### src/rtl/micro_adder_arbiter.sv
// micro_adder_arbiter: round-robin front end sharing one external adder
// between three requesters, with an operand stage and a result stage.
module micro_adder_arbiter #(
   parameter int ADDER_WIDTH = 35
) (
   input  logic                   clk,
   input  logic                   rst_n,
   input  logic                   req0_valid,
   output logic                   req0_ready,
   input  logic [ADDER_WIDTH-1:0] req0_op1,
   input  logic [ADDER_WIDTH-1:0] req0_op2,
   input  logic                   req0_sub,
   input  logic                   req1_valid,
   output logic                   req1_ready,
   input  logic [ADDER_WIDTH-1:0] req1_op1,
   input  logic [ADDER_WIDTH-1:0] req1_op2,
   input  logic                   req1_sub,
   input  logic                   req2_valid,
   output logic                   req2_ready,
   input  logic [ADDER_WIDTH-1:0] req2_op1,
   input  logic [ADDER_WIDTH-1:0] req2_op2,
   input  logic                   req2_sub,
   output logic                   rsp_valid,
   input  logic                   rsp_ready,
   output logic [1:0]             rsp_id,
   output logic [ADDER_WIDTH-1:0] rsp_res,
   output logic [ADDER_WIDTH-1:0] mau_adder_op1,
   output logic [ADDER_WIDTH-1:0] mau_adder_op2,
   output logic                   mau_adder_add,
   output logic                   mau_adder_sub,
   input  logic [ADDER_WIDTH-1:0] mau_adder_res,
   output logic                   busy
);

   logic                   s2_free;
   logic                   s1_adv;
   logic                   accept_en;
   logic                   accept;
   logic                   op_vld;
   logic [ADDER_WIDTH-1:0] op1;
   logic [ADDER_WIDTH-1:0] op2;
   logic                   sub;
   logic [1:0]             id;
   logic [1:0]             rr_ptr;
   logic [1:0]             next_ptr;
   logic [2:0]             valid;
   logic [2:0]             grant;
   logic [2:0]             ready;
   logic [1:0]             gid;
   logic [ADDER_WIDTH-1:0] sel_op1;
   logic [ADDER_WIDTH-1:0] sel_op2;
   logic                   sel_sub;

   assign valid     = {req2_valid, req1_valid, req0_valid};
   assign s2_free   = !rsp_valid | rsp_ready;
   assign s1_adv    = op_vld & s2_free;
   assign accept_en = !op_vld | s1_adv;

   // Search order starts at rr_ptr and wraps modulo 3.
   always_comb begin
      grant = '0;
      gid   = '0;
      case (rr_ptr)
         2'd1: begin
            if (valid[1]) begin
               grant = 3'b010;
               gid   = 2'd1;
            end else if (valid[2]) begin
               grant = 3'b100;
               gid   = 2'd2;
            end else if (valid[0]) begin
               grant = 3'b001;
               gid   = 2'd0;
            end
         end
         2'd2: begin
            if (valid[2]) begin
               grant = 3'b100;
               gid   = 2'd2;
            end else if (valid[0]) begin
               grant = 3'b001;
               gid   = 2'd0;
            end else if (valid[1]) begin
               grant = 3'b010;
               gid   = 2'd1;
            end
         end
         default: begin
            if (valid[0]) begin
               grant = 3'b001;
               gid   = 2'd0;
            end else if (valid[1]) begin
               grant = 3'b010;
               gid   = 2'd1;
            end else if (valid[2]) begin
               grant = 3'b100;
               gid   = 2'd2;
            end
         end
      endcase
   end

   // Gating with rst_n keeps every ready low while reset is held.
   assign ready      = {3{rst_n & accept_en}} & grant;
   assign req0_ready = ready[0];
   assign req1_ready = ready[1];
   assign req2_ready = ready[2];
   assign accept     = |ready;
   assign next_ptr   = (gid == 2'd2) ? 2'd0 : 2'(gid + 2'd1);

   always_comb begin
      sel_op1 = req0_op1;
      sel_op2 = req0_op2;
      sel_sub = req0_sub;
      case (gid)
         2'd1: begin
            sel_op1 = req1_op1;
            sel_op2 = req1_op2;
            sel_sub = req1_sub;
         end
         2'd2: begin
            sel_op1 = req2_op1;
            sel_op2 = req2_op2;
            sel_sub = req2_sub;
         end
         default: ;
      endcase
   end

   always_ff @(posedge clk or negedge rst_n) begin
      if (!rst_n) begin
         rr_ptr <= '0;
      end else if (accept) begin
         rr_ptr <= next_ptr;
      end
   end

   always_ff @(posedge clk or negedge rst_n) begin
      if (!rst_n) begin
         op_vld <= 1'b0;
         op1    <= '0;
         op2    <= '0;
         sub    <= 1'b0;
         id     <= '0;
      end else if (accept) begin
         op_vld <= 1'b1;
         op1    <= sel_op1;
         op2    <= sel_op2;
         sub    <= sel_sub;
         id     <= gid;
      end else if (s1_adv) begin
         op_vld <= 1'b0;
      end
   end

   always_ff @(posedge clk or negedge rst_n) begin
      if (!rst_n) begin
         rsp_valid <= 1'b0;
         rsp_res   <= '0;
         rsp_id    <= '0;
      end else if (s1_adv) begin
         rsp_valid <= 1'b1;
         rsp_res   <= mau_adder_res;
         rsp_id    <= id;
      end else if (rsp_ready) begin
         rsp_valid <= 1'b0;
      end
   end

   // The shared adder sees all zeros whenever no operation is staged.
   assign mau_adder_op1 = op_vld ? op1 : '0;
   assign mau_adder_op2 = op_vld ? op2 : '0;
   assign mau_adder_add = op_vld & !sub;
   assign mau_adder_sub = op_vld & sub;
   assign busy          = op_vld | rsp_valid;

endmodule

### config.mk
export PLATFORM = sky130hd
export DESIGN_NAME = micro_adder_arbiter
export DESIGN_NICKNAME = d
export VERILOG_FILES = /design/src/rtl/micro_adder_arbiter.sv
export SDC_FILE = /design/constraint.sdc
export NUM_CORES = 1
export LEC_CHECK = 0
export CORE_ASPECT_RATIO = 0.8
export CORE_MARGIN = 5
export CORE_UTILIZATION = 31
export CTS_CLUSTER_DIAMETER = 50
export DETAILED_ROUTE_END_ITERATION = 10
export PLACE_DENSITY = 0.7
export SKIP_CTS_REPAIR_TIMING = 1
export SYNTH_ARGS = -nofsm -noshare
export SYNTH_HDL_FRONTEND = slang
export SYNTH_SLANG_ARGS = --single-unit
### constraint.sdc
create_clock -name clk -period 2.26 [get_ports clk]
set_input_delay 0.226 -clock clk [delete_from_list [all_inputs] [get_ports clk]]
set_output_delay 0.226 -clock clk [all_outputs]
set_load 0.02 [all_outputs]
# [Word level (Yosys, flattened, before mapping)]
# Index checks and enable logic that the tools add are counted.
[totals] ff_bits=114 input_bits=254 elab_cells=55
[op_classes] n_addsub=1 n_eq_ne=4 mux=27 bitwise=8 reduce_logical=6
[op_table] operator="35-bit one-hot mux with 2 select lines" n=2
[op_table] operator="35-bit 2-to-1 mux" n=2
[op_table] operator="3-bit 2-to-1 mux" n=6
[op_table] operator="2-bit 2-to-1 mux" n=7
[op_table] operator="1-bit 2-to-1 mux" n=7
[op_table] operator="3-bit one-hot mux with 2 select lines" n=1
[op_table] operator="1-bit AND" n=4
[op_table] operator="2-bit by 1-bit equality test with 1-bit output, second input constant" n=2
[op_table] operator="2-bit equality test, second input constant" n=2
[op_table] operator="2-bit one-hot mux with 2 select lines" n=1
[op_table] operator="2-bit nonzero test" n=2
[op_table] operator="3-bit AND" n=1
[op_table] operator="1-bit zero test" n=3
[op_table] operator="1-bit OR" n=3
[op_table] operator="3-bit OR reduction" n=1
[op_table] operator="2-bit by 1-bit adder with 2-bit output, second input constant" n=1
[op_table] operator="1-bit one-hot mux with 2 select lines" n=1

# [Logic depth before layout (Yosys ltp)]
# Gate-level depths: netlist of run 1.
[depth] depth_word=8 ltp_mapped=13 depth_no_buf=11

# [Worst setup path after synthesis of run 1]
# No wires, ideal clock.
[synth_timing] kind="register -> register" start="register rr_ptr[0]" end="register op1[13]" setup_ns=0.123 t_arrival_ns=2.280 path_slack_ns=-0.144 stages_incl_launch_ff=12 path_buffers=2 synth_period_minus_slack_ns=2.404 cell_sequence="dfrtp_1 -> inv_1 -> ha_1 -> nand2b_1 -> a21oi_1 -> nor2b_1 -> ha_1 -> clkbuf_1 -> buf_1 -> nand2_1 -> o21ai_1 -> o21ai_1"
[synth_between] elab_chain_cells=4
[synth_lines] item="start, declared" line_no="44" rtl="logic [1:0] rr_ptr;"
[synth_lines] item="start signal, assigned" line_no="134" rtl="rr_ptr <= next_ptr;"
[synth_lines] item="2-bit equality test or 2-bit by 1-bit equality test with 1-bit output (tied branches)" line_no="63" rtl="case (rr_ptr)"
[synth_lines] item="2-bit one-hot mux with 2 select lines or 3-bit one-hot mux with 2 select lines (tied branches)" line_no="63"
[synth_lines] item="2-bit equality test (tied with other cells)" line_no="115" rtl="case (gid)"
[synth_lines] item="35-bit one-hot mux with 2 select lines or 3-bit OR reduction (tied branches)" line_no="115, 108"
[synth_lines] item="end signal, assigned" line_no="147" rtl="op1 <= sel_op1;"
[synth_lines] item="end, declared" line_no="40" rtl="logic [ADDER_WIDTH-1:0] op1;"
# Several ways; a longest one is shown, not always the timed one.
# A chain may end at the register's enable or synchronous reset.

# [Worst setup path in the final report of run 1]
[layout_timing] start="register rr_ptr[1]" end="register op1[23]"
[layout_between] elab_chain_cells=4
[layout_lines] item="2-bit equality test or 2-bit by 1-bit equality test with 1-bit output (tied branches)" line_no="63"
[layout_lines] item="2-bit one-hot mux with 2 select lines (*)" line_no="63"
[layout_lines] item="via gid[0]" line_no="49" rtl="logic [1:0] gid;"
[layout_lines] item="2-bit equality test or 2-bit by 1-bit equality test with 1-bit output (tied branches)" line_no="115"
[layout_lines] item="35-bit one-hot mux with 2 select lines (*)" line_no="115"
# Mark *: on every way through the listed nets, which the timed path passes. The rest lies on a longest branch.

==> metrics.txt, run 1 <==
# TYPE chip_impl_metric gauge
chip_impl_metric{name="finalHoldViolCount",unit=""} 11
chip_impl_metric{name="max_freq",unit="MHz"} 457
chip_impl_info{name="critical_path.endpoint",value="op1[23]"} 1
chip_impl_info{name="cts_tree",value="done"} 1
chip_impl_metric{name="syn-cell-area",unit="mm2"} 0.00614
chip_impl_metric{name="final_util",unit=""} 0.579
chip_impl_metric{name="post-layout-total-power",unit="mW"} 16.0
chip_impl_metric{name="combined_area_of_the_multi_input_logic_cells",unit="mm2"} 0.00333
chip_impl_metric{name="sequential_cell_area",unit="mm2"} 0.00285
chip_impl_metric{name="num_io_pins",unit=""} 368
chip_impl_info{name="hold_path.class",value="primary input to async pin"} 1
chip_impl_info{name="critical_path.reg2reg.endpoint",value="op1[23]"} 1
chip_impl_metric{name="skew",unit="ns"} 0.00620
chip_impl_info{name="synthTopCellsByCount",value="147 x nand2_1, 114 x dfrtp_1, 84 x o21ai_1, 71 x a22oi_1, 71 x and2_1"} 1
chip_impl_metric{name="floorplan.initialDensity",unit=""} 0.313
chip_impl_metric{name="max_ir_drop_vdd",unit="uV"} 527
chip_impl_metric{name="clock_tree.htree_level_count",unit=""} 4
chip_impl_metric{name="remaining_drc_errors",unit=""} 0
chip_impl_metric{name="netlist-cell-type-count",unit=""} 29
chip_impl_info{name="status",value="complete, but fails checks"} 1
chip_impl_metric{name="grt_first_pass_wirelength",unit="um"} 34300
chip_impl_info{name="synth_top_flop_cell",value="dfrtp_1"} 1
chip_impl_metric{name="core_area",unit="mm2"} 0.0196
chip_impl_metric{name="timing.reg2reg.setup_slack",unit="ns"} 0.07
chip_impl_info{name="kind_of_start_point_of_the_critical_path",value="flip-flop"} 1
chip_impl_metric{name="numClockSinks",unit=""} 114
chip_impl_metric{name="synth.yosys.seq_area_share",unit=""} 0.465
chip_impl_metric{name="maxSlewHeadroom",unit=""} 0.403
chip_impl_metric{name="area.growth.synth_to_final",unit="%"} 85.3
chip_impl_info{name="worst_r2r_startpoint",value="rr_ptr[1]"} 1
chip_impl_metric{name="antenna_violating_nets_remaining",unit=""} 0
chip_impl_metric{name="groute.usage.overall",unit=""} 0.189
chip_impl_metric{name="cp_data_required_time",unit="ns"} 2.55
chip_impl_metric{name="gpl.final_weighted_congestion",unit=""} 0.855
chip_impl_metric{name="drv_cap",unit=""} 0
chip_impl_metric{name="number_of_antenna_violations_at_the_first_check_in_global_routing",unit=""} 0
chip_impl_metric{name="cts.reportedPaths.clkPinSlew",unit="ns"} 0.06
chip_impl_metric{name="worst_slack_on_hold_paths",unit="ns"} -0.0148
chip_impl_info{name="netlist_top_cells_area",value="dfrtp_1 46%, nand2_1 9.0%, a22oi_1 8.7%"} 1
chip_impl_metric{name="postSynthNetCount",unit=""} 946
chip_impl_metric{name="postPlaceCellArea",unit="mm2"} 0.0102
chip_impl_metric{name="async_flop_share",unit=""} 1.00
chip_impl_metric{name="setup-violations-final",unit=""} 0
chip_impl_info{name="timing.setup.critical_path_class",value="flip-flop to flip-flop"} 1
chip_impl_info{name="critical_path.endpoint_type",value="flip-flop"} 1
chip_impl_metric{name="number_of_buffers_created_by_cts",unit=""} 17
chip_impl_metric{name="worst_pin_slew",unit="ns"} 0.896
chip_impl_metric{name="final.min_clock_period",unit="ns"} 2.19
chip_impl_metric{name="crit_path_max_fanout",unit=""} 7
chip_impl_metric{name="antenna-diode-count",unit=""} 0
chip_impl_metric{name="floorplan.die.width",unit="um"} 167
chip_impl_metric{name="fillCellCount",unit=""} 1724
chip_impl_metric{name="synth_top_area_share",unit=""} 0.465
chip_impl_metric{name="totalWireLength",unit="um"} 23800
chip_impl_metric{name="synth.avg_cell_area",unit="um2"} 8.95
chip_impl_metric{name="clockBufferDepth",unit=""} 2
chip_impl_info{name="unrepaired_setup_endpoints_after_global_routing",value="true"} 1
chip_impl_metric{name="first_global_vias",unit=""} 6254
chip_impl_metric{name="post-route-period-util",unit=""} 0.968
chip_impl_metric{name="dr.first_iter.drc_count",unit=""} 269
chip_impl_metric{name="vias_per_cell",unit=""} 4.70
chip_impl_metric{name="final_layout_size_suffix_gt1_frac",unit=""} 0.169
chip_impl_info{name="synthDominantAreaCellType",value="dfrtp_1"} 1
chip_impl_metric{name="setup-tns-final",unit="ns"} 0
chip_impl_metric{name="port_buffers",unit=""} 367
chip_impl_metric{name="global_route.overflow_total",unit=""} 0
chip_impl_metric{name="post-place-cells",unit=""} 1289
chip_impl_metric{name="wl_per_cell",unit="um"} 17.8
chip_impl_info{name="cts-root-buf",value="clkbuf_16"} 1
chip_impl_metric{name="timing_max_transition_violations_final",unit=""} 0
chip_impl_metric{name="reg2regPathDepth",unit=""} 12
chip_impl_metric{name="final_cell_count_no_fill",unit=""} 1332
chip_impl_metric{name="clkLatencyLatePin",unit="ns"} 0.41
chip_impl_metric{name="die_height",unit="um"} 136
chip_impl_metric{name="design.die.area",unit="mm2"} 0.0227
chip_impl_metric{name="hpwl_after_dpl",unit="um"} 17000
chip_impl_metric{name="synth.yosys.warnings",unit=""} 0
chip_impl_metric{name="pin_count_of_the_biggest_net_entering_global_routing",unit=""} 68
chip_impl_metric{name="power_density",unit="mW/mm2"} 1400
chip_impl_metric{name="detailedRoute.firstPassIterationCount",unit=""} 6
chip_impl_metric{name="synthCells",unit=""} 686
chip_impl_info{name="synth.most_common_cell",value="nand2_1"} 1
chip_impl_metric{name="p_leak",unit="nW"} 4.56
chip_impl_metric{name="via_count",unit=""} 6265
chip_impl_metric{name="postLayoutSetupSlackWorst",unit="ns"} 0.0719
chip_impl_metric{name="postLayoutCellArea",unit="mm2"} 0.0114
chip_impl_info{name="violations_in_the_final_reports",value="negative hold slack"} 1
chip_impl_metric{name="row_count",unit=""} 46
chip_impl_metric{name="design.final.nets",unit=""} 1315
chip_impl_metric{name="critPathArrivalTime",unit="ns"} 2.48
chip_impl_metric{name="pre_cts_ws",unit="ns"} -0.203
chip_impl_metric{name="synth_enable_flop_cells",unit=""} 0
chip_impl_metric{name="ys_seq_elements",unit=""} 114
chip_impl_info{name="worstSetupStartpoint",value="rr_ptr[1]"} 1
[placed cells by master (no fill, tap or decap), types with 23 or more instances in the layout]
| master | count |
|---|---|
| a22oi_1 | 30 |
| a22oi_2 | 41 |
| and2_1 | 71 |
| clkbuf_16 | 23 |
| clkdlybuf4s50_1 | 363 |
| dfrtp_1 | 113 |
| mux2_2 | 37 |
| nand2_1 | 146 |
| o21ai_0 | 39 |
| o21ai_1 | 96 |
[flip-flops by register name, summed over array words and instances (netlist names)]
| register | flops |
|---|---|
| id | 2 |
| op1 | 35 |
| rr_ptr | 2 |
| rsp_valid | 1 |
| op2 | 35 |
| op_vld | 1 |
| rsp_res | 35 |
| sub | 1 |
| rsp_id | 2 |
[worst min path at each step]
stage	from	to	slack, ns	depth (start not counted)
floorplan	rst_n	id[0]	-0.07	0
global placement	rst_n	op2[32]	0.44	2
detailed placement	rst_n	op2[32]	0.44	2
CTS	rst_n	op2[32]	0.0002	2
global route	rst_n	op2[32]	0.04	2
finish	rst_n	op2[32]	-0.01	2
[logic make-up after synthesis]
| family | count (synthesis) | share of synthesized area |
|---|---|---|
| AOI/OAI and AO/OA | 221 | 0.211 |
| adders and majority gates | 6 | 0.0122 |
| buffers and inverters | 62 | 0.0489 |
| DFF | 114 | 0.465 |
| muxes | 40 | 0.0732 |
| and+or+nand+nor | 243 | 0.190 |
[cell type report]
class	count	area share
Clock buffer	18	0.0377
Tap cell	264	0.0290
Sequential cell	114	0.251
Timing Repair Buffer	407	0.374
Clock inverter	14	0.0139
Multi-Input combinational cell	510	0.293
Inverter	5	0.00187
[layer usage]
metal  track usage  up-vias  wire length (um)
met5             0        -                 0
met4        0.0451        0               410
met3        0.0587       31              1410
met2         0.332      209             12000
met1         0.229     2909              9950
li1              -     3116                 -
[where the power goes]
group	internal, mW	total (mW)	switching, mW
combinational	4.70	9.74	5.04
clock	1.64	2.66	1.02
sequential	3.07	3.55	0.480
[worst max-delay path, stage by stage, from the launching register on]
cell and delay [ns]:
dfrtp_1 0.42, ha_4 0.32, nand2b_4 0.15, nand3_2 0.10, nand2_4 0.13, inv_4 0.06
ha_4 0.18, buf_12 0.14, clkbuf_16 0.16, a22oi_2 0.17, nand2_1 0.08, o21ai_1 0.09
o21ai_1 0.07
(Power assumes the default switching activity.)
==> inputs of run 2 (changes only) <==
CORE_AREA = 5 5 140 142   (was unset)
CORE_ASPECT_RATIO = unset   (was 0.8)
CORE_MARGIN = unset   (was 5)
CORE_UTILIZATION = unset   (was 31)
DIE_AREA = 0 0 145 147   (was unset)
DONT_BUFFER_PORTS = 1   (was unset)
PLACE_DENSITY = 0.49   (was 0.7)
==> run 2 against run 1 <==
The run still ends with negative hold slack left. Non-clock buffer count shrank 321. Clock power rose by 3%. Hold slack worse by 0.47 ns. Critical endpoint is now req1_ready. Largest power group unchanged.
==> metrics.txt, run 2 (synthesized netlist as in run 1, its figures left out) <==
# TYPE chip_impl_metric gauge
chip_impl_info{name="status",value="complete, but fails checks"} 1
chip_impl_info{name="violations_in_the_final_reports",value="negative hold slack"} 1
chip_impl_metric{name="max_ir_drop_vdd",unit="uV"} 861
chip_impl_info{name="mostFrequentLayoutCell",value="nand2_1"} 1
chip_impl_metric{name="pre_cts_ws",unit="ns"} -0.0652
chip_impl_info{name="unrepaired_setup_endpoints_after_global_routing",value="true"} 1
chip_impl_metric{name="post-route-period-util",unit=""} 0.973
chip_impl_metric{name="maxSlewHeadroom",unit=""} 0.679
chip_impl_metric{name="area.growth.synth_to_final",unit="%"} 33.9
chip_impl_info{name="kind_of_start_point_of_the_critical_path",value="flip-flop"} 1
chip_impl_metric{name="timing_max_transition_violations_final",unit=""} 0
chip_impl_metric{name="p_int",unit="mW"} 8.04
chip_impl_metric{name="first_global_vias",unit=""} 5117
chip_impl_metric{name="critPathMaxStageDelay",unit="ns"} 0.40
chip_impl_metric{name="design.final.nets",unit=""} 994
chip_impl_metric{name="floorplan.die.width",unit="um"} 145
chip_impl_info{name="timing.setup.critical_path_class",value="flip-flop to output port"} 1
chip_impl_metric{name="sequential_cell_area",unit="mm2"} 0.00285
chip_impl_metric{name="gpl.final_weighted_congestion",unit=""} 0.788
chip_impl_info{name="critical-path-top-cell-by-count",value="buf_4"} 1
chip_impl_metric{name="num_io_pins",unit=""} 368
chip_impl_metric{name="clock_tree.htree_level_count",unit=""} 4
chip_impl_metric{name="die_height",unit="um"} 147
chip_impl_metric{name="final.min_clock_period",unit="ns"} 2.20
chip_impl_metric{name="global_route.overflow_total",unit=""} 0
chip_impl_metric{name="cts.reportedPaths.clkPinSlew",unit="ns"} 0.06
chip_impl_metric{name="number_of_antenna_violations_at_the_first_check_in_global_routing",unit=""} 2
chip_impl_info{name="path_cells",value="inv_2, ha_4, or3b_4, nand3_2, nand2_4, buf_4, nor2_1, buf_4"} 1
chip_impl_metric{name="fillCellCount",unit=""} 1716
chip_impl_metric{name="core_area",unit="mm2"} 0.0183
chip_impl_metric{name="numClockSinks",unit=""} 114
chip_impl_metric{name="worst_pin_slew",unit="ns"} 0.482
chip_impl_info{name="critPathSlowestCell",value="dfrtp_1"} 1
chip_impl_metric{name="worst_slack_on_hold_paths",unit="ns"} -0.487
chip_impl_metric{name="max_freq",unit="MHz"} 455
chip_impl_metric{name="combined_area_of_the_multi_input_logic_cells",unit="mm2"} 0.00338
chip_impl_metric{name="pin_count_of_the_biggest_net_entering_global_routing",unit=""} 119
chip_impl_metric{name="via_count",unit=""} 5360
chip_impl_metric{name="wl_per_cell",unit="um"} 24.2
chip_impl_metric{name="setup-violations-final",unit=""} 0
chip_impl_info{name="top_regs",value="op1: 35 flops, op2: 35 flops, rsp_res: 35 flops"} 1
chip_impl_metric{name="hpwl_after_dpl",unit="um"} 15200
chip_impl_metric{name="dr.first_iter.drc_count",unit=""} 239
chip_impl_metric{name="p_leak",unit="nW"} 3.34
chip_impl_metric{name="pwr-share-comb",unit=""} 0.528
chip_impl_metric{name="row_count",unit=""} 50
chip_impl_metric{name="finalHoldViolCount",unit=""} 116
chip_impl_metric{name="postLayoutSetupSlackWorst",unit="ns"} 0.0618
chip_impl_metric{name="groute.usage.overall",unit=""} 0.182
chip_impl_metric{name="share_clk_of_total_power",unit=""} 0.189
chip_impl_metric{name="port_buffers",unit=""} 0
chip_impl_metric{name="number_of_buffers_created_by_cts",unit=""} 17
chip_impl_metric{name="design.die.area",unit="mm2"} 0.0213
chip_impl_info{name="cts_tree",value="done"} 1
chip_impl_metric{name="switching_share",unit=""} 0.446
chip_impl_metric{name="grt_first_pass_wirelength",unit="um"} 30200
chip_impl_metric{name="clockBufferDepth",unit=""} 2
chip_impl_metric{name="floorplan.initialDensity",unit=""} 0.335
chip_impl_metric{name="clkLatencyLatePin",unit="ns"} 0.41
chip_impl_metric{name="crit_path_max_fanout",unit=""} 4
chip_impl_info{name="most_frequent_cells_in_the_layout",value="146 x nand2_1, 113 x dfrtp_1, 93 x o21ai_1"} 1
chip_impl_metric{name="power_frac_seq",unit=""} 0.284
chip_impl_metric{name="power.net_switching",unit="mW"} 6.47
chip_impl_metric{name="vias_per_cell",unit=""} 5.46
chip_impl_metric{name="remaining_drc_errors",unit=""} 0
chip_impl_metric{name="antenna_violating_nets_remaining",unit=""} 0
chip_impl_metric{name="detailedRoute.firstPassIterationCount",unit=""} 5
chip_impl_metric{name="drv_cap",unit=""} 0
chip_impl_metric{name="final_cell_count_no_fill",unit=""} 982
chip_impl_info{name="critical_path.endpoint_type",value="output port"} 1
chip_impl_metric{name="post-layout-total-power",unit="mW"} 14.5
chip_impl_metric{name="final_util",unit=""} 0.448
chip_impl_metric{name="final_layout_size_suffix_gt1_frac",unit=""} 0.255
chip_impl_info{name="hold_path.class",value="primary input to async pin"} 1
chip_impl_metric{name="cp_data_required_time",unit="ns"} 2.03
chip_impl_info{name="cts-root-buf",value="clkbuf_16"} 1
chip_impl_metric{name="critPathArrivalTime",unit="ns"} 1.97
chip_impl_metric{name="post-place-cells",unit=""} 886
chip_impl_metric{name="power_density",unit="mW/mm2"} 1770
chip_impl_metric{name="totalWireLength",unit="um"} 23800
chip_impl_metric{name="skew",unit="ns"} 0.0107
## run 2: cell type report
class | count | area share
multi-input combinational | 510 | 0.411
sequential | 114 | 0.347
timing repair buffer | 86 | 0.130
clock buffer | 18 | 0.0534
tap | 234 | 0.0356
clock inverter | 13 | 0.0195
inverter | 5 | 0.00259
antenna | 2 | 0.000609
## run 2: final timing paths
kind,slack (ns),startpoint,end,cells past startpoint
max in group asynchronous,2.57,rst_n,op1[9],0
min reg2reg,0.48,op2[14],op2[14],2
max reg2reg,0.06,rr_ptr[1],op2[21],8
min in group clk,-0.01,req0_op1[13],op1[13],2
max,0.06,rr_ptr[0],req1_ready,8
min,-0.49,rst_n,op1[26],0
## run 2: routing by layer
| metal | vias up | wire, um | share of wire | track usage |
|---|---|---|---|---|
| met3 | 43 | 1870 | 0.079 | 0.0737 |
| met4 | 2 | 667 | 0.028 | 0.0617 |
| met1 | 2538 | 9350 | 0.39 | 0.203 |
| met5 | - | 13 | 0.00055 | 0 |
| met2 | 298 | 11900 | 0.50 | 0.316 |
| li1 | 2479 | - | - | - |
## run 2: power by group through the flow
| stage | Sequential (mW) | Clock, mW | Combinational, mW |
|---|---|---|---|
| 2_1_floorplan | 3.90 | 0 | 4.75 |
| 3_5_place_dp | 4.14 | 0 | 5.95 |
| 5_1_grt | 4.22 | 2.91 | 8.35 |
| 3_3_place_gp | 4.10 | 0 | 5.81 |
| 6_report | 4.12 | 2.74 | 7.65 |
| 4_1_cts | 4.11 | 2.82 | 5.96 |
## run 2: critical path: cells and delay by family (launching register included)
| family | cells | cell delay [ns] |
|---|---|---|
| buffers and inverters | 3 | 0.39 |
| AND/OR/NAND/NOR | 4 | 0.66 |
| adder cells (fa/ha/maj) | 1 | 0.12 |
| flip-flops | 1 | 0.40 |
## run 2: stage by stage
step,TNS [ns],area [um2]
after CTS,-0.493,7030
after detailed placement,-0.221,6430
after global routing,-0.684,8210
after floorplan,-0.171,6160
after global placement,0,6430
final,0,8220
